--- src/rtl/lm_sm_sequencer.sv ---
// lm_sm_sequencer
//
// Decode-side sequencer between the fetch/decode and decode/register-read
// pipeline registers. Ordinary instructions pass straight through. A
// load-multiple or store-multiple is expanded into one micro-op per set bit
// of its register list (lowest register first), and fetch is stalled until
// the last micro-op has been issued.
//
// Ports:
//   clk            rising-edge clock
//   reset          asynchronous active-low reset
//   IR             instruction from pipeline register 1
//   hold           downstream stall, freezes the sequencer
//   flush          branch/jump flush, aborts any sequence and injects a NOP
//   out_IR         instruction to pipeline register 2
//   uop_reg        register index of the current micro-op
//   uop_offset     word offset from the base register of the current micro-op
//   first_multiple current micro-op is the first of its multiple
//   last_multiple  current micro-op is the last of its multiple
//   mem_rd         micro-op is a load-multiple transfer
//   mem_wr         micro-op is a store-multiple transfer
//   stall_fetch    hold PC and pipeline register 1 this cycle
//   busy           a multiple is being expanded (SEQ state)

module lm_sm_sequencer #(
    parameter logic [15:0] NOP_IR = 16'hF000,
    parameter logic [3:0]  OPC_LM = 4'b0110,
    parameter logic [3:0]  OPC_SM = 4'b0111
) (
    input  logic        clk,
    input  logic        reset,
    input  logic [15:0] IR,
    input  logic        hold,
    input  logic        flush,
    output logic [15:0] out_IR,
    output logic [2:0]  uop_reg,
    output logic [2:0]  uop_offset,
    output logic        first_multiple,
    output logic        last_multiple,
    output logic        mem_rd,
    output logic        mem_wr,
    output logic        stall_fetch,
    output logic        busy
);

    typedef enum logic [0:0] {
        IDLE = 1'b0,
        SEQ  = 1'b1
    } state_t;

    state_t      state_r;
    state_t      state_s;
    logic [7:0]  mask_r;
    logic [7:0]  mask_s;
    logic [2:0]  offset_r;
    logic [2:0]  offset_s;
    logic [15:0] saved_ir_r;
    logic [15:0] saved_ir_s;

    logic [15:0] cur_ir_s;
    logic [7:0]  list_s;
    logic [2:0]  sel_s;
    logic [7:0]  rest_s;
    logic        is_lm_s;
    logic        is_sm_s;

    // Index of the lowest set bit; scanning downward lets the lowest bit win.
    function automatic logic [2:0] lowest_set_index(input logic [7:0] vec);
        logic [2:0] idx;
        idx = 3'd0;
        for (int i = 7; i >= 0; i--) begin
            if (vec[i]) begin
                idx = 3'(i);
            end
        end
        return idx;
    endfunction

    // Select the source instruction/list and locate the next register.
    always_comb begin
        if (state_r == SEQ) begin
            cur_ir_s = saved_ir_r;
            list_s   = mask_r;
        end else begin
            cur_ir_s = IR;
            list_s   = IR[7:0];
        end
        is_lm_s = (cur_ir_s[15:12] == OPC_LM);
        is_sm_s = (cur_ir_s[15:12] == OPC_SM);
        sel_s   = lowest_set_index(list_s);
        rest_s  = list_s & ~(8'b0000_0001 << sel_s);
    end

    // Next-state and output decode; flush overrides hold, reset overrides all.
    always_comb begin
        state_s        = state_r;
        mask_s         = mask_r;
        offset_s       = offset_r;
        saved_ir_s     = saved_ir_r;
        out_IR         = cur_ir_s;
        uop_reg        = 3'd0;
        uop_offset     = 3'd0;
        first_multiple = 1'b0;
        last_multiple  = 1'b0;
        mem_rd         = 1'b0;
        mem_wr         = 1'b0;
        stall_fetch    = 1'b0;
        busy           = 1'b0;

        if (!reset) begin
            out_IR = NOP_IR;
        end else if (flush) begin
            out_IR   = NOP_IR;
            busy     = (state_r == SEQ);
            state_s  = IDLE;
            mask_s   = 8'h00;
            offset_s = 3'd0;
        end else begin
            busy = (state_r == SEQ);
            case (state_r)
                IDLE: begin
                    if (!(is_lm_s || is_sm_s)) begin
                        out_IR = IR;
                    end else if (list_s == 8'h00) begin
                        out_IR = NOP_IR;
                    end else begin
                        uop_reg        = sel_s;
                        uop_offset     = 3'd0;
                        first_multiple = 1'b1;
                        mem_rd         = is_lm_s;
                        mem_wr         = is_sm_s;
                        if (rest_s != 8'h00) begin
                            stall_fetch = 1'b1;
                            state_s     = SEQ;
                            mask_s      = rest_s;
                            offset_s    = 3'd1;
                            saved_ir_s  = IR;
                        end else begin
                            last_multiple = 1'b1;
                        end
                    end
                end
                SEQ: begin
                    uop_reg    = sel_s;
                    uop_offset = offset_r;
                    mem_rd     = is_lm_s;
                    mem_wr     = is_sm_s;
                    if (rest_s != 8'h00) begin
                        stall_fetch = 1'b1;
                        mask_s      = rest_s;
                        offset_s    = offset_r + 3'd1;
                    end else begin
                        last_multiple = 1'b1;
                        state_s       = IDLE;
                        mask_s        = 8'h00;
                    end
                end
                default: begin
                    out_IR   = NOP_IR;
                    state_s  = IDLE;
                    mask_s   = 8'h00;
                    offset_s = 3'd0;
                end
            endcase

            // A downstream stall freezes all state so the same micro-op repeats.
            if (hold) begin
                state_s     = state_r;
                mask_s      = mask_r;
                offset_s    = offset_r;
                saved_ir_s  = saved_ir_r;
                stall_fetch = 1'b1;
            end else begin
                stall_fetch = stall_fetch;
            end
        end
    end

    // Sequencer state registers.
    always_ff @(posedge clk or negedge reset) begin
        if (!reset) begin
            state_r    <= IDLE;
            mask_r     <= 8'h00;
            offset_r   <= 3'd0;
            saved_ir_r <= NOP_IR;
        end else begin
            state_r    <= state_s;
            mask_r     <= mask_s;
            offset_r   <= offset_s;
            saved_ir_r <= saved_ir_s;
        end
    end

endmodule

--- config.mk ---
export PLATFORM = sky130hd
export DESIGN_NAME = lm_sm_sequencer
export DESIGN_NICKNAME = d
export VERILOG_FILES = /design/src/rtl/lm_sm_sequencer.sv
export SDC_FILE = /design/constraint.sdc
export NUM_CORES = 1
export LEC_CHECK = 0
export ABC_CLOCK_PERIOD_IN_PS = 6600
export CAP_MARGIN = 20
export CORE_ASPECT_RATIO = 1.25
export CORE_MARGIN = 10
export CORE_UTILIZATION = 42
export CTS_BUF_LIST = sky130_fd_sc_hd__clkbuf_8
export DETAILED_ROUTE_END_ITERATION = 10
export PLACE_DENSITY = 0.81
export SKIP_LAST_GASP = 1
export SLEW_MARGIN = 20
export SYNTH_ARGS = -nofsm -noshare
export SYNTH_HDL_FRONTEND = slang
export SYNTH_SLANG_ARGS = --single-unit
--- constraint.sdc ---
create_clock -name clk -period 6.6 [get_ports clk]
set_input_delay 1.98 -clock clk [delete_from_list [all_inputs] [get_ports clk]]
set_output_delay 1.98 -clock clk [all_outputs]
set_load 0.05 [all_outputs]
==> metrics.txt, run 1 <==
post-cts sizing count=0; number of iterations in the first detailed-routing pass=4; Gate Count Post-Synth=220; share of cells above drive strength 1=0.259; Hold Path End=saved_ir_r[15]$_DFFE_PN1P_; post-synthesis net count=between 200 and 250; number of flops mapped to enable cells by yosys=0; average wire per standard cell=between 15 and 20 um; Area growth, synth to finish=39.0%; Tot GR Track Use=0.144; Yosys reg bits=28; remaining design rule violation count=0; startpoint of the tightest hold check path=saved_ir_r[15]$_DFFE_PN1P_; remaining antenna violation count=0; wire length of the first global-routing pass=around 9300 um; quantity of I/O buffers inserted on ports=47; Reg2Reg Setup Slack=3.23 ns; crit-path max FO=10; post-synthesis cell type count=59; via count of the first global-routing pass=1,896; most area-hungry cell type in the Yosys netlist=sky130_fd_sc_hd__dfrtp_1; number of antenna violations at the first check in global routing=0; area taken by multi-input logic gates=roughly 1200 um2; number of antenna diodes=0; routed wire length=~5700 um; full die area=7980 um2; WP data required=4.62 ns; clock latency at the later pin of the worst-skew pair=between 0.2 and 0.3 ns; power density over cell area=213 nW/um2; root cell of the clock tree=sky130_fd_sc_hd__clkbuf_8; count of boundary I/O pins=48; pin count of the biggest net entering global routing=45; commonest cells after routing, fill and taps aside=sky130_fd_sc_hd__nor2_1 (23), sky130_fd_sc_hd__dfrtp_1 (23), sky130_fd_sc_hd__buf_12 (23), sky130_fd_sc_hd__clkdlybuf4s50_1 (19), sky130_fd_sc_hd__a21oi_1 (16); final clock skew=between 0.002 and 0.0025 ns; top achievable clock speed=around 160 MHz; logic depth of the worst register-to-register path=7; min-delay worst type=reg -> reg; final hold violation count=0; critical path data arrival time=about 4.3 ns; global route total overflow=0; FF-to-FF End=saved_ir_r[2]$_DFFE_PN0P_; design area=2800 um2; number of nets in the layout=about 290; LEAKAGE=1.16 nW; type of the setup path with the least slack=in -> out; mapped cell area=approximately 2000 um2; cts bufs inserted=3; Final setup viols=0; cell area after placement=2740 um2; Worst Tran Pin Value=between 0.8 and 0.9 ns; maximum count of clock buffers along a single path=2; area of the core=between 4000 and 5000 um2; number of buffers inserted by post-CTS setup repair=0; storage element area=~700 um2; headroom to the max-slew limit=0.428; ys flop type=sky130_fd_sc_hd__dfrtp_1; Die X=~82 um; crit path capture type=output port; clock transition at the registers of the reported paths=around 0.1 ns; via total after detailed routing=approximately 1,900; sum of net half-perimeters after detailed placement=4300 um; number of cells traversed by the worst hold path=1; hold buffers post-CTS=0; initial core utilization=0.429; CTS H-Tree Depth=1; final critical-path required period=between 6 and 7 ns; TritonCTS clock tree=done; die span in y=around 97 um; RePlAce Congestion=roughly 0.85; Mean Syn Cell Area=~9.1 um2; setup repair after global routing missed its margin=no; cell types with the largest area share after synthesis=sky130_fd_sc_hd__dfrtp_1 (30%), sky130_fd_sc_hd__dfstp_2 (5.2%), sky130_fd_sc_hd__mux2_4 (5.2%); cell row count=28; Setup Total Neg Slack=0 ns; fraction of post-synthesis cell area in the top cell type by area=0.299; count of max-cap constraint violations=0; highest ir drop seen on vdd=between 0.1 and 0.15 mV; 1st-iter DRT viols=between 150 and 200; detailed-route vias per instance=between 5 and 6; proportion of synthesized chip area in sequential cells=0.351; final count of pins violating max slew=0; nature of the critical path startpoint=input pin; Yosys Warn Count=0; Tcrit/Tclk final=0.944; worst reg2reg path startpoint=state_r$_DFFE_PN0P_; share of async-settable or async-resettable flops after synthesis=1.00; run status=finished, final reports clean; fill cell instance count of the final layout=407; TritonCTS Sinks=28
worst max-delay path, stage by stage:
cell	delay (ns)
sky130_fd_sc_hd__clkdlybuf4s50_1	0.54
sky130_fd_sc_hd__nor3_4	0.21
sky130_fd_sc_hd__o22ai_2	0.19
sky130_fd_sc_hd__nor3_1	0.51
sky130_fd_sc_hd__nand4_1	0.20
sky130_fd_sc_hd__nand2_1	0.22
sky130_fd_sc_hd__o21ai_0	0.20
sky130_fd_sc_hd__buf_12	0.19
area by class of cell:
cell class	instances	share of cell area
multi-input cells	173	0.433
repair buffers	52	0.260
flip-flops and latches	28	0.253
well taps	60	0.0268
clock buffers	4	0.0197
inverters	6	0.00805
report_power, final:
group | internal (mW) | switching, mW | total (mW)
logic | 0.112 | 0.122 | 0.234
registers | 0.210 | 0.0419 | 0.252
clock network | 0.0536 | 0.0573 | 0.111
total | 0.375 | 0.221 | 0.596
sequential cells by signal (all words and copies together), names as in the netlist:
signal	cells
offset_r	3
mask_r	8
saved_ir_r	16
state_r	1
cells in the mapped netlist, drive strengths merged (2+ instances only):
cell / n
dfrtp: 24
nor2: 23
a21oi: 16
nand2: 14
mux2: 13
nand2b: 12
o21ai: 10
nor3: 9
nand3: 8
clkbuf: 7
buf: 6
inv: 6
mux2i: 6
a22o: 5
nor2b: 5
or2: 5
a22oi: 4
and3: 4
dfstp: 4
a32o: 3
o31ai: 3
and2: 2
maj3: 2
nor3b: 2
o211ai: 2
stage by stage:
step           setup WS, ns  utilization  cells  hold WS, ns  power [mW]
4_1_cts               0.391        0.596    323        0.493       0.595
3_3_place_gp          0.364        0.584    319        0.473       0.480
5_1_grt               0.193        0.596    323        0.516       0.628
6_report              0.369        0.596    323        0.494       0.596
2_1_floorplan         0.558            -    220        0.466       0.406
3_5_place_dp          0.392        0.584    319        0.481       0.486
per-layer routing:
layer	GRT usage	routed length, um	vias up
met2	0.241	2950	55
met1	0.173	2300	902
met5	0	0	-
li1	-	-	903
met3	0.0343	323	7
met4	0.0499	87	0
worst max path at each step:
stage | startpoint | endpoint | slack, ns | cells past startpoint
2_1_floorplan | IR[0] | first_multiple | 0.56 | 4
3_3_place_gp | IR[4] | stall_fetch | 0.36 | 9
3_5_place_dp | IR[7] | stall_fetch | 0.39 | 9
4_1_cts | IR[4] | stall_fetch | 0.39 | 9
5_1_grt | IR[1] | out_IR[3] | 0.19 | 8
6_report | IR[1] | out_IR[3] | 0.37 | 8
logic make-up after synthesis:
family,after synthesis,synth area share
AO/OA/AOI/OAI,62,0.224
buffers and inverters,19,0.0473
flip-flops,28,0.351
AND/OR/NAND/NOR,89,0.240
multiplexers,19,0.122
adder cells (fa/ha/maj),3,0.0162
Note: power is estimated with default switching activity, not from simulation.
==> run 2, diff against run 1 <==
--- a/config.mk
+++ b/config.mk
@@ -11,6 +11,7 @@
 export CORE_MARGIN = 10
 export CORE_UTILIZATION = 42
 export CTS_BUF_LIST = sky130_fd_sc_hd__clkbuf_8
+export CTS_CLUSTER_DIAMETER = 150
 export DETAILED_ROUTE_END_ITERATION = 10
 export PLACE_DENSITY = 0.81
 export SKIP_LAST_GASP = 1
==> results of run 2 <==
Same layout as run 1: the final DEF is identical, and so are final timing and power.
